$ cat config.mk
export PLATFORM = sky130hd
export DESIGN_NAME = if_stage
export DESIGN_NICKNAME = d
export VERILOG_FILES = /design/src/rtl/rv_pipe_pkg.sv /design/src/rtl/if_id_reg.sv /design/src/rtl/if_stage.sv
export SDC_FILE = /design/constraint.sdc
export NUM_CORES = 1
export LEC_CHECK = 0
export ABC_AREA = 1
export CAP_MARGIN = 40
export CORE_MARGIN = 10
export CORE_UTILIZATION = 30
export DETAILED_ROUTE_END_ITERATION = 16
export HOLD_SLACK_MARGIN = 0.12
export MAX_ROUTING_LAYER = met4
export SYNTH_ARGS = -nofsm -noshare
export SYNTH_HDL_FRONTEND = slang
export SYNTH_HIERARCHICAL = 1
export SYNTH_SLANG_ARGS = --single-unit
$ cat constraint.sdc
create_clock -name clk -period 1.9 [get_ports clk]
set_input_delay 0.38 -clock clk [delete_from_list [all_inputs] [get_ports clk]]
set_output_delay 0.38 -clock clk [all_outputs]
set_load 0.02 [all_outputs]
$ cat src/rtl/rv_pipe_pkg.sv
// Shared constants and helpers for the RV32I pipeline stages.
// Used by if_stage and if_id_reg.
package rv_pipe_pkg;

  localparam int          XLEN      = 32;
  localparam logic [31:0] NOP_INSTR = 32'h0000_0013;
  localparam logic [31:0] RESET_PC  = 32'h0000_0000;
  localparam logic [31:0] PC_INCR   = 32'd4;

  // Instructions are word aligned, so redirect targets drop their two low bits.
  function automatic logic [XLEN-1:0] align_word(input logic [XLEN-1:0] addr);
    return {addr[XLEN-1:2], 2'b00};
  endfunction

endpackage

$ cat src/rtl/if_id_reg.sv
// IF/ID pipeline register with flush > stall > load priority.
// A flushed register holds a bubble: NOP word, zero PCs, valid cleared.
module if_id_reg
  import rv_pipe_pkg::*;
#(
  parameter logic [XLEN-1:0] NOP = rv_pipe_pkg::NOP_INSTR
) (
  input  logic            clk_i,
  input  logic            rst_ni,
  input  logic            flush_i,
  input  logic            stall_i,
  input  logic [XLEN-1:0] instr_i,
  input  logic [XLEN-1:0] pc_i,
  input  logic [XLEN-1:0] pc_plus4_i,
  output logic [XLEN-1:0] instr_o,
  output logic [XLEN-1:0] pc_o,
  output logic [XLEN-1:0] pc_plus4_o,
  output logic            valid_o
);

  logic [XLEN-1:0] instr_q, instr_d;
  logic [XLEN-1:0] pc_q, pc_d;
  logic [XLEN-1:0] pc_plus4_q, pc_plus4_d;
  logic            valid_q, valid_d;

  always_comb begin
    instr_d    = instr_q;
    pc_d       = pc_q;
    pc_plus4_d = pc_plus4_q;
    valid_d    = valid_q;
    if (flush_i) begin
      instr_d    = NOP;
      pc_d       = '0;
      pc_plus4_d = '0;
      valid_d    = 1'b0;
    end else if (!stall_i) begin
      instr_d    = instr_i;
      pc_d       = pc_i;
      pc_plus4_d = pc_plus4_i;
      valid_d    = 1'b1;
    end
  end

  always_ff @(posedge clk_i or negedge rst_ni) begin
    if (!rst_ni) begin
      instr_q    <= NOP;
      pc_q       <= '0;
      pc_plus4_q <= '0;
      valid_q    <= 1'b0;
    end else begin
      instr_q    <= instr_d;
      pc_q       <= pc_d;
      pc_plus4_q <= pc_plus4_d;
      valid_q    <= valid_d;
    end
  end

  assign instr_o    = instr_q;
  assign pc_o       = pc_q;
  assign pc_plus4_o = pc_plus4_q;
  assign valid_o    = valid_q;

endmodule

$ cat src/rtl/if_stage.sv
// Instruction-fetch stage: PC register, next-PC select and IF/ID register.
// Define IF_MISALIGN_CHK_EN to add the sticky fetch_misaligned flag and extra bubble.
module if_stage
  import rv_pipe_pkg::*;
#(
  parameter logic [31:0] RESET_PC  = rv_pipe_pkg::RESET_PC,
  parameter logic [31:0] NOP_INSTR = rv_pipe_pkg::NOP_INSTR
) (
  input  logic            clk,
  input  logic            rst_n,
  input  logic            stall_f,
  input  logic            stall_d,
  input  logic            flush_d,
  input  logic            pc_src_e,
  input  logic [XLEN-1:0] pc_target_e,
  output logic [XLEN-1:0] imem_addr,
  input  logic [XLEN-1:0] imem_rdata,
  output logic [XLEN-1:0] instr_d,
  output logic [XLEN-1:0] pc_d,
  output logic [XLEN-1:0] pc_plus4_d,
  output logic            valid_d
`ifdef IF_MISALIGN_CHK_EN
  ,
  output logic            fetch_misaligned
`endif
);

  logic [XLEN-1:0] pc_f_q, pc_f_d;
  logic [XLEN-1:0] pc_plus4_f;
  logic            ifid_flush;

  assign pc_plus4_f = pc_f_q + PC_INCR;
  assign imem_addr  = pc_f_q;

  // A redirect beats stall_f: the stalled instruction in D is squashed anyway.
  always_comb begin
    pc_f_d = pc_plus4_f;
    if (pc_src_e) begin
      pc_f_d = align_word(pc_target_e);
    end else if (stall_f) begin
      pc_f_d = pc_f_q;
    end
  end

  always_ff @(posedge clk or negedge rst_n) begin
    if (!rst_n) begin
      pc_f_q <= RESET_PC;
    end else begin
      pc_f_q <= pc_f_d;
    end
  end

`ifdef IF_MISALIGN_CHK_EN
  logic misaligned_q, misaligned_d;
  logic extra_bubble_q, extra_bubble_d;
  logic misaligned_redirect;

  assign misaligned_redirect = pc_src_e && (pc_target_e[1:0] != 2'b00);

  // The flag is sticky until reset; the extra bubble discards the aligned target once.
  always_comb begin
    misaligned_d   = misaligned_q | misaligned_redirect;
    extra_bubble_d = misaligned_redirect;
  end

  always_ff @(posedge clk or negedge rst_n) begin
    if (!rst_n) begin
      misaligned_q   <= 1'b0;
      extra_bubble_q <= 1'b0;
    end else begin
      misaligned_q   <= misaligned_d;
      extra_bubble_q <= extra_bubble_d;
    end
  end

  assign fetch_misaligned = misaligned_q;
  assign ifid_flush       = flush_d | pc_src_e | extra_bubble_q;
`else
  logic unused_target_lsbs;

  assign unused_target_lsbs = ^pc_target_e[1:0];
  assign ifid_flush         = flush_d | pc_src_e;
`endif

  if_id_reg #(
    .NOP (NOP_INSTR)
  ) u_if_id_reg (
    .clk_i      (clk),
    .rst_ni     (rst_n),
    .flush_i    (ifid_flush),
    .stall_i    (stall_d),
    .instr_i    (imem_rdata),
    .pc_i       (pc_f_q),
    .pc_plus4_i (pc_plus4_f),
    .instr_o    (instr_d),
    .pc_o       (pc_d),
    .pc_plus4_o (pc_plus4_d),
    .valid_o    (valid_d)
  );

endmodule

# Word-level counts from Yosys, hierarchy flattened
# Index checks and enable logic that the tools add are counted.
[word_totals] input_bits=70 out_inout_bits=129 elab_cells=19 regBits=129
[classes] eq_ne=2 n_mux=10 n_addsub=1 bitwise_logic=1
[ops] op="$mux 32" count=8
[ops] op="$add 32x3->32 const B" count=1
[ops] op="$ne 2x1->1 const B" count=2
[ops] op="$mux 1" count=2
[ops] op="$or 1x1->1" count=1

# Longest topological paths before layout
# Gate-level depths: netlist of the first run.
[logic_depth] depth_word=3 mapped_depth=10 depth_no_buf=10

# By module
# The synthesis of the first run kept the hierarchy.
[by_module_without_submodules] module="if_id_reg" seq_area_each_um2=2431.1 n_inst=1 cells_per_inst=430 area_each_um2=3866.2
[by_module_without_submodules] module="if_stage" seq_area_each_um2=750.7 n_inst=1 cells_per_inst=362 area_each_um2=2379.8

# Least setup slack after synthesis of the first run
# OpenSTA, ideal clock, no wires.
[synth_path] path_kind="register to register" startpoint="register pc_f_q[3], in the netlist imem_addr[3]" endpoint="register u_if_id_reg.pc_plus4_q[22], in the netlist u_if_id_reg/pc_plus4_o[22]" path_buffers=0 required_time_ps=1783 stages_incl_launch_ff=10 slack_ps=212 synth_period_minus_slack_ps=1688 setup_ps=117 t_arrival_ps=1571 path_cell_list="dfrtp_1 -> ha_1 -> nand2_2 -> nor2_4 -> nand2_4 -> nor2_8 -> nand3_1 -> and2_1 -> nand2_1 -> nand2_1"
[synth_via] elab_chain_cells=3
[synth_lines] item="from (decl)" line="if_stage.sv:28" rtl="logic [XLEN-1:0] pc_f_q, pc_f_d;"
[synth_lines] item="from (signal assigned)" line="if_stage.sv:49" rtl="pc_f_q <= pc_f_d;"
[synth_lines] item="$add 32x3->32" line="if_stage.sv:32" rtl="assign pc_plus4_f = pc_f_q + PC_INCR;"
[synth_lines] item="net pc_plus4_f[22]" line="if_stage.sv:29" rtl="logic [XLEN-1:0] pc_plus4_f;"
[synth_lines] item="$mux 32" line="if_id_reg.sv:36" rtl="end else if (!stall_i) begin"
[synth_lines] item="$mux 32" line="if_id_reg.sv:31" rtl="if (flush_i) begin"
[synth_lines] item="to (signal assigned)" line="if_id_reg.sv:53" rtl="pc_plus4_q <= pc_plus4_d;"
[synth_lines] item="to (decl)" line="if_id_reg.sv:23" rtl="logic [XLEN-1:0] pc_plus4_q, pc_plus4_d;"
# The timed path passes the listed nets, and every way through them passes these cells. The select of a mux whose other input is x is not followed.
# A chain may end at the register's enable or synchronous reset.

# Worst setup path in the final report of the first run
[layout_path] startpoint="register u_if_id_reg.pc_q[17], in the netlist u_if_id_reg/pc_o[17]" endpoint="output pc_d[17]"
[layout_rtl] item="from (decl)" line="if_id_reg.sv:22" rtl="logic [XLEN-1:0] pc_q, pc_d;"
[layout_rtl] item="from (signal assigned)" line="if_id_reg.sv:52" rtl="pc_q <= pc_d;"
[layout_rtl] item="to (decl)" line="if_stage.sv:19" rtl="output logic [XLEN-1:0] pc_d,"
# No word-level cell between the ends.

==> results_dict.tcl, run 1 <==
set metrics [dict create \
    status "finished clean" \
    layout_common_cells "347 x nand2_1, 161 x clkdlybuf4s50_1, 122 x dfrtp_1" \
    crit_path_max_fanout 2 \
    yosysTopAreaCell "dfrtp_1" \
    start_util_pct 30.7 \
    htreeDepth 4 \
    timing.hold.ws_ps 322 \
    critPathArrivalTime_ps 1450 \
    drtIter0Drc 428 \
    vdd_ir_drop_max_uv 500 \
    top_layer "met4" \
    synth_area_leaders "dfrtp_1 50%, nand2_1 21%, nand3_1 9.0%" \
    grt_usage_pct 16.5 \
    routed-wl-met2_mm 9.79 \
    grt_overflow 0 \
    post-route-drc-count 0 \
    powerDensity_mw_per_mm2 786 \
    cap_violations 0 \
    synth_top_area_share_pct 49.7 \
    holdCritPathClass "in -> reg" \
    antenna_left 0 \
    die_h_um 164 \
    critPathCaptureType "output port" \
    critPathTopFamily "buffers and inverters" \
    cts_tree "done" \
    rrSetupSlack_ps 230 \
    finalHoldViolCount 0 \
    grt_first_pass_wirelength_mm 33.8 \
    syn-cell-area_mm2 0.00625 \
    crit_chain "clkdlybuf4s50_1" \
    critPathSlowestCell "clkdlybuf4s50_1" \
    postSynthAreaPerCell_um2 7.89 \
    areaGrowthSynthToFinish_pct 47.1 \
    grt_pass1_vias 5861 \
    clock_sinks 127 \
    wl_met1_mm 10.0 \
    design_area_mm2 0.00919 \
    dieArea_mm2 0.0270 \
    synth-compound-area-share_pct 2.78 \
    yosysWarnings 6 \
    cts_buffers 17 \
    layout_min_cycle_time_ps 1830 \
    crit_required_ps 1520 \
    power_leakage_uw 0.00461 \
    cts.clk_slew.worst_paths_ps 60 \
    worstSetupStartpointType "flip-flop" \
    grt_max_degree 48 \
    drive_gt1_share_pct 9.99 \
    placed_area_mm2 0.00866 \
    clock_latency_ps 420 \
    routed_via_density 4.52 \
    synthDistinctLibCells 29 \
    ys_seq_elements 127 \
    final_common_cell "nand2_1" \
    cts-root-buf "clkbuf_16" \
    dr.pass1.iters 4 \
    postSynthCellCount 792 \
    rows 52 \
    numPortBuffers 194 \
    critical_path_class "reg -> out" \
    synth_fa_ha_area_share_pct 0.200 \
    n_antenna_cell 0 \
    vias 5787 \
    gp_congestion 0.856 \
    dp_hpwl_mm 15.7 \
    skew_ps 14.3 \
    finalPower_uw 7220 \
    slew_viol_final 0 \
    fmax_mhz 545 \
    synth_xor_area_share_pct 2.94 \
    die_w_um 164 \
    core_mm2 0.0204 \
    wl_met3_mm 1.41 \
    antenna_found_initial 0 \
    crit_buf_inv 1 \
    ys_seq_area_share_pct 50.9 \
    synth_top_family_by_area "simple AND/OR/NAND/NOR gates" \
    setup_violations 0 \
    slowest_delay_ps 690 \
    period_share_pct 96.5 \
    synth-simple-area-share_pct 35.6 \
    rsz0062_at_grt "false" \
    wl_per_cell_um 16.8 \
    io_pins 199 \
    final_nets 1069 \
    wl_mm 21.5 \
    cts_max_path_buffers 2 \
    muxShareOfSynthArea_pct 0 \
]
==> path summary, 6_finish.rpt <==
| kind | to | start | cells after the start |
|---|---|---|---|
| worst max-delay path | pc_d[17] | u_if_id_reg/pc_o[17] | 1 |
| worst min-delay path | u_if_id_reg/instr_o[17] | stall_d | 3 |
| worst max register to register | u_if_id_reg/pc_plus4_o[22] | imem_addr[2] | 9 |
| worst min register to register | u_if_id_reg/instr_o[29] | u_if_id_reg/instr_o[29] | 2 |
| max in group asynchronous | imem_addr[4] | rst_n | 3 |
| min in group asynchronous | u_if_id_reg/instr_o[18] | rst_n | 2 |
==> worst min-delay path, cell delays in order <==
cell and delay (ps):
buf_4 170, nand3_1 90, nand2_1 50
==> synth_stat cells <==
| master | number |
|---|---|
| nor2_2 | 8 |
| nor2_8 | 1 |
| nand2_1 | 347 |
| inv_1 | 63 |
| xor2_2 | 7 |
| o211ai_1 | 4 |
| buf_4 | 12 |
| inv_2 | 1 |
| buf_6 | 1 |
| dfstp_2 | 3 |
| buf_1 | 3 |
| nand4_1 | 1 |
| and2_1 | 3 |
| conb_1 | 1 |
| ha_1 | 1 |
| clkbuf_1 | 8 |
| nand2_2 | 7 |
| a22o_1 | 8 |
| o221ai_1 | 1 |
| or2_2 | 1 |
| xor2_1 | 7 |
| nand3_1 | 112 |
| o21ai_0 | 13 |
| nor2_4 | 8 |
| buf_2 | 17 |
| nand2_4 | 2 |
| xnor2_1 | 1 |
| nor2_1 | 27 |
| dfrtp_1 | 124 |
==> layer usage <==
layer	global-route usage, %	vias up
met3	4.33	17
met5	-	-
met4	4.51	0
met2	24.3	185
li1	-	2869
met1	22.0	2716
==> through the flow <==
stage / util, % / TNS [ps] / std cells / setup WS [ps]
5_1_grt: 45.1 / 0 / 1281 / 1.73
3_5_place_dp: 42.5 / -6340 / 1248 / -134
4_1_cts: 45.1 / 0 / 1281 / 43.8
3_3_place_gp: 42.5 / -5130 / 1248 / -103
2_1_floorplan: - / 0 / 797 / 212
6_report: 45.1 / 0 / 1281 / 66.6
==> report_power, final <==
group | switching (µW) | leakage, µW | internal [µW]
Sequential | 172 | 0.00168 | 2840
Clock | 1260 | 0.000250 | 1730
Combinational | 698 | 0.00268 | 517
Total | 2130 | 0.00461 | 5100
==> logic make-up after synthesis <==
kind of cell	count (synthesis)
flip-flops	127
adder cells (fa/ha/maj)	1
AO/OA/AOI/OAI	26
XOR/XNOR	15
AND/OR/NAND/NOR	517
other	1
buffers and inverters	105
==> timing repair <==
item	4_1_cts	5_1_grt
endpoints found under the setup margin	31	0
resized for setup	33	0
hold endpoints to repair	36	0
hold buffers	1	0
buffers inserted	0	0
==> flip-flops by register name, summed over array words and instances, names as in the netlist <==
signal and count:
u_if_id_reg/instr_o 32, u_if_id_reg/pc_o 32, u_if_id_reg/pc_plus4_o 32, imem_addr 30, u_if_id_reg/valid_o 1
==> area by class of cell <==
type	instances	area (µm²)
clock inverter	12	90.1
fill	2063	11200
multi-input combinational	565	2620
timing repair buffer	223	2260
clock buffer	20	457
tap	270	338
sequential	127	3180
inverter	64	241
Power figures use the tool's default switching activity.
==> run 2: changes to the inputs <==
- CORE_ASPECT_RATIO: not set -> 2
- PLACE_DENSITY: not set -> 0.62
- SYNTH_HIERARCHICAL: 1 -> not set
==> run 2 against run 1 <==
Sequential share of layout area increased by 1.5 points; fmax shrank 1.3%; non-clock buffer count decreased by 11; global-route usage about the same; register-to-register slack got worse by 40 ps; area after synthesis fell by 9.5%; final area fell by 7.2%; combinational power decreased by 8%; critical path type unchanged; highest routed layer unchanged.
==> results_dict.tcl, run 2 <==
set metrics [dict create \
    numPortBuffers 190 \
    worstRegToRegCells 10 \
    critical_path_class "reg -> out" \
    gp_congestion 0.873 \
    synth_ff_type "dfrtp_1" \
    grt_pass1_vias 5107 \
    syn-cell-area_mm2 0.00565 \
    yosysMostFrequentCell "nand2_1" \
    grt_max_degree 65 \
    wl_mm 20.1 \
    yosysWarnings 0 \
    clock_latency_ps 410 \
    core_mm2 0.0187 \
    crit_chain "clkdlybuf4s50_1" \
    synth_top_area_share_pct 53.1 \
    synth_edf_count 0 \
    die_w_um 117 \
    placed_area_mm2 0.00793 \
    p_switching_uw 2050 \
    combPwrFrac_pct 15.2 \
    finalPower_uw 7390 \
    reg2reg_to "u_if_id_reg.pc_plus4_o[24]" \
    dieArea_mm2 0.0251 \
    rows 71 \
    clock_power_share_pct 45.6 \
    dr.pass1.iters 5 \
    crit_required_ps 1520 \
    rsz0062_at_grt "false" \
    critPathCaptureType "output port" \
    n_antenna_cell 0 \
    cts_setup_buffers 0 \
    finalHoldViolCount 0 \
    cts_tree "done" \
    ys_seq_area_share_pct 54.5 \
    grt_usage_pct 16.5 \
    clock_sinks 123 \
    critPathSlowestCell "clkdlybuf4s50_1" \
    synthArstFlopShare_pct 100 \
    design_area_mm2 0.00853 \
    drive_gt1_share_pct 8.62 \
    vias 5135 \
    swShare_pct 27.8 \
    cts_max_path_buffers 2 \
    start_util_pct 30.3 \
    cap_violations 0 \
    postSynthAreaPerCell_um2 8.49 \
    layout_min_cycle_time_ps 1860 \
    cts-root-buf "clkbuf_16" \
    final.fill_count 1904 \
    grt_first_pass_wirelength_mm 30.3 \
    wl_per_cell_um 18.3 \
    r2r_start "imem_addr[2]" \
    io_pins 199 \
    final_nets 940 \
    largest_register_ffs 32 \
    crit_buf_inv 1 \
    drtIter0Drc 248 \
    holdCritPathClass "in -> async" \
    post-route-drc-count 0 \
    antenna_found_initial 0 \
    worstSetupStartpointType "flip-flop" \
    setup_violations 0 \
    slew_viol_final 0 \
    power_leakage_uw 0.00405 \
    antenna_left 0 \
    synthDistinctLibCells 27 \
    fmax_mhz 538 \
    powerDensity_mw_per_mm2 867 \
    cts_buffers 17 \
    vdd_ir_drop_max_uv 378 \
    rrSetupSlack_ps 190 \
    skew_ps 7.58 \
    crit_path_max_fanout 2 \
    status "finished clean" \
    synth_area_leaders "dfrtp_1 53%, nand2_1 17%, o21ai_0 5.8%" \
    postSynthCellCount 666 \
    areaGrowthSynthToFinish_pct 50.8 \
    seq_power_share_pct 39.2 \
    dp_hpwl_mm 15.4 \
    yosysTopAreaCell "dfrtp_1" \
    grt_overflow 0 \
    routed_via_density 4.66 \
    critPathArrivalTime_ps 1480 \
    htreeDepth 4 \
    slowest_delay_ps 710 \
    p_int_uw 5340 \
    critPathTopFamily "buffers and inverters" \
    period_share_pct 97.8 \
    final_common_cell "nand2_1" \
    die_h_um 214 \
    cts.clk_slew.worst_paths_ps 60 \
    synth_common_cells "251 x nand2_1, 120 x dfrtp_1, 66 x o21ai_0" \
    layout_common_cells "251 x nand2_1, 159 x clkdlybuf4s50_1, 120 x dfrtp_1" \
    ys_seq_elements 123 \
]
[run 2: changes by cell type in the layout (fill, tap and decap cells not counted), moves of 6 or more]
| cell | before | now |
|---|---|---|
| dlygate4sd2_1 | 31 | 25 |
| nand2_1 | 347 | 251 |
| a22o_1 | 8 | 29 |
| o21ai_0 | 13 | 66 |
| nor2_1 | 27 | 34 |
| nand3_1 | 112 | 18 |
| xor2_2 | 7 | 1 |
[run 2: logic make-up (layout without fill, tap and decap cells)]
logic type      after synthesis  count (layout)  share of synthesized area, %
simple gates                321             321                          23.3
flops                       123             123                          54.5
compound gates              108             108                          12.2
buf+inv                      99             310                          7.53
xor+xnor                     13              13                          2.15
fa+ha+maj                     1               1                         0.221
other cells                   1               6                        0.0663
[run 2: per-stage QoR]
step	hold WS, ps	std cells	utilization (%)	TNS, ps	setup WS (ps)
after CTS	365	1101	45.6	0	4.43
after global routing	403	1101	45.7	0	9.80
final	380	1101	45.7	0	42.1
after detailed placement	263	1068	42.5	-41.7	-17.9
after global placement	263	1068	42.5	0	4.13
after floorplan	84.4	671	-	0	330
[run 2: cell type report]
| class | count | area [µm²] | share of cell area, % |
|---|---|---|---|
| Clock buffer | 18 | 439 | 5.15 |
| Clock inverter | 14 | 170 | 2.00 |
| Inverter | 66 | 248 | 2.91 |
| Multi-Input combinational cell | 449 | 2160 | 25.4 |
| Sequential cell | 123 | 3080 | 36.1 |
| Tap cell | 219 | 274 | 3.21 |
| Timing Repair Buffer | 212 | 2150 | 25.2 |
[run 2: power groups by stage]
stage	logic, µW	registers [µW]	clock network (µW)
2_1_floorplan	362	3080	0
3_3_place_gp	1170	2950	0
3_5_place_dp	1170	2950	0
4_1_cts	1140	2900	3450
5_1_grt	1220	2920	3550
6_report	1120	2900	3370
[run 2: worst max-delay path by stage]
stage          cells after the start                  startpoint  slack [ps]                endpoint
6_report                           1  u_if_id_reg.pc_plus4_o[20]          40          pc_plus4_d[20]
5_1_grt                            1  u_if_id_reg.pc_plus4_o[13]          10          pc_plus4_d[13]
4_1_cts                            2                imem_addr[3]           4            imem_addr[3]
3_5_place_dp                       7                    pc_src_e         -20  u_if_id_reg.instr_o[4]
3_3_place_gp                       7                    pc_src_e           4  u_if_id_reg.instr_o[4]
2_1_floorplan                     10                imem_addr[3]         330           imem_addr[26]
[run 2: timing repair]
action | 4_1_cts | 5_1_grt
setup endpoints to repair | 25 | 5
endpoints found under the hold margin | 13 | 0
gates resized for setup | 25 | 5
hold buffers | 1 | 0
[run 2: worst register-to-register path, stage by stage (launching register included)]
cell     delay [ps]
dfrtp_1         400
ha_1            230
nand2_2         100
nor2_4          150
nand2_1         110
nor2_2          280
nand2_1          80
nand2_1          70
nand2_1          70
nand2_1          80
nand2_1          50
[run 2: routing by layer]
layer,track usage (%),vias up,share of wire [%],wire (µm)
li1,-,2504,-,-
met1,17.3,2475,38,7570
met2,28.6,132,55,11000
met3,3.36,24,4.7,946
met4,7.37,0,3.1,617
met5,-,-,0,0
==> run 3: changes to the inputs <==
- REMOVE_ABC_BUFFERS: not set -> 1
==> run 3 against run 2 <==
Register-to-register slack better by 40 ps; count of clock-buffer cells in the layout up 2; routed wire length up 0.66%; die area unchanged.
==> results_dict.tcl, run 3 (synthesis gave the netlist of run 2 again) <==
set metrics [dict create \
    status "finished clean" \
    crit_chain "clkdlybuf4s50_1" \
    cts.clk_slew.worst_paths_ps 60 \
    critical_path_class "reg -> out" \
    crit_path_max_fanout 4 \
    drive_gt1_share_pct 8.94 \
    critPathArrivalTime_ps 1480 \
    finalHoldViolCount 0 \
    gp_congestion 0.799 \
    final_common_cell "nand2_1" \
    clock_sinks 123 \
    clock_latency_ps 420 \
    design_area_mm2 0.00856 \
    areaGrowthSynthToFinish_pct 51.4 \
    rows 71 \
    grt_usage_pct 17.0 \
    htreeDepth 4 \
    cap_violations 0 \
    cts_buffers 17 \
    antenna_left 0 \
    layout_common_cells "251 x nand2_1, 158 x clkdlybuf4s50_1, 120 x dfrtp_1" \
    critPathCaptureType "output port" \
    die_h_um 214 \
    skew_ps 12.1 \
    cts_max_path_buffers 2 \
    holdCritPathClass "in -> async" \
    grt_first_pass_wirelength_mm 31.4 \
    placed_cells 1073 \
    numPortBuffers 190 \
    final_nets 945 \
    drtIter0Drc 189 \
    antenna_found_initial 0 \
    start_util_pct 30.3 \
    critPathSlowestCell "clkdlybuf4s50_1" \
    vdd_ir_drop_max_uv 439 \
    dp_hpwl_mm 15.4 \
    dieArea_mm2 0.0251 \
    n_antenna_cell 0 \
    wl_mm 20.2 \
    setup_violations 0 \
    largest_register_ffs 32 \
    slew_viol_final 0 \
    rsz0062_at_grt "false" \
    core_mm2 0.0187 \
    grt_pass1_vias 5507 \
    post-route-drc-count 0 \
    powerDensity_mw_per_mm2 842 \
    finalPower_uw 7200 \
    slowest_delay_ps 640 \
    fin_cells 1103 \
    final_core_util_pct 45.9 \
    cts_tree "done" \
    crit_required_ps 1520 \
    dr.pass1.iters 6 \
    io_pins 199 \
    layout_min_cycle_time_ps 1860 \
    critPathTopFamily "buffers and inverters" \
    vias 5093 \
    placed_area_mm2 0.00799 \
    wl_per_cell_um 18.3 \
    grt_overflow 0 \
    grt_max_degree 52 \
    period_share_pct 97.7 \
    die_w_um 117 \
    routed_via_density 4.62 \
    cts-root-buf "clkbuf_16" \
    worstSetupStartpointType "flip-flop" \
    crit_buf_inv 1 \
    fmax_mhz 539 \
    power_leakage_uw 0.00410 \
]
run 3: worst paths after layout:
check | from | to | slack, ps | cells past startpoint
worst min register to register | u_if_id_reg.pc_plus4_o[12] | u_if_id_reg.pc_plus4_o[12] | 470 | 2
worst max-delay path | imem_addr[5] | imem_addr[5] | 40 | 1
max in group asynchronous | rst_n | u_if_id_reg.instr_o[0] | 820 | 3
worst min-delay path | rst_n | u_if_id_reg.pc_plus4_o[4] | 440 | 2
min in group clk | u_if_id_reg.pc_plus4_o[12] | u_if_id_reg.pc_plus4_o[12] | 470 | 2
worst max register to register | imem_addr[2] | u_if_id_reg.pc_plus4_o[28] | 230 | 10
run 3: report_power, final:
part,internal (µW),total (µW),switching (µW)
Clock,1990,3150,1160
Sequential,2760,2900,143
Combinational,496,1150,651
run 3: what timing repair did:
| item | CTS | global route |
|---|---|---|
| resized for setup | 24 | 7 |
| hold buffers | 1 | 0 |
| setup buffers | 0 | 0 |
| setup endpoints to repair | 24 | 7 |
| endpoints found under the hold margin | 34 | 0 |
run 3: area by class of cell:
type                       count  area (µm²)
timing repair buffer         217        2220
tap                          219         274
clock buffer                  20         467
multi-input combinational    449        2170
sequential                   123        3080
inverter                      66         248
fill                        1844       10100
clock inverter                 9        97.6
run 3: routing by layer:
layer	track usage, %	vias up	wire length, µm
li1	-	2503	-
met1	16.6	2450	7180
met2	31.5	126	11700
met3	3.98	14	1120
met5	-	-	0
met4	5.05	0	261
run 3: stage by stage:
stage	setup TNS [ps]	hold slack, ps	worst slack [ps]
after detailed placement	0	322	45.0
final	0	441	44.1
after global routing	0	471	12.8
after CTS	0	441	2.62
after floorplan	-136	84.4	-45.3
after global placement	0	315	45.0
run 3: worst reg2reg max path, cell delays in order, from the launching register on:
cell,delay (ps)
dfrtp_1,430
ha_1,230
nand2_2,90
nor2_4,150
nand2_4,120
nor2_4,190
nand2_1,80
nand2_1,60
nand2_1,70
nand2_1,80
nand2_1,60
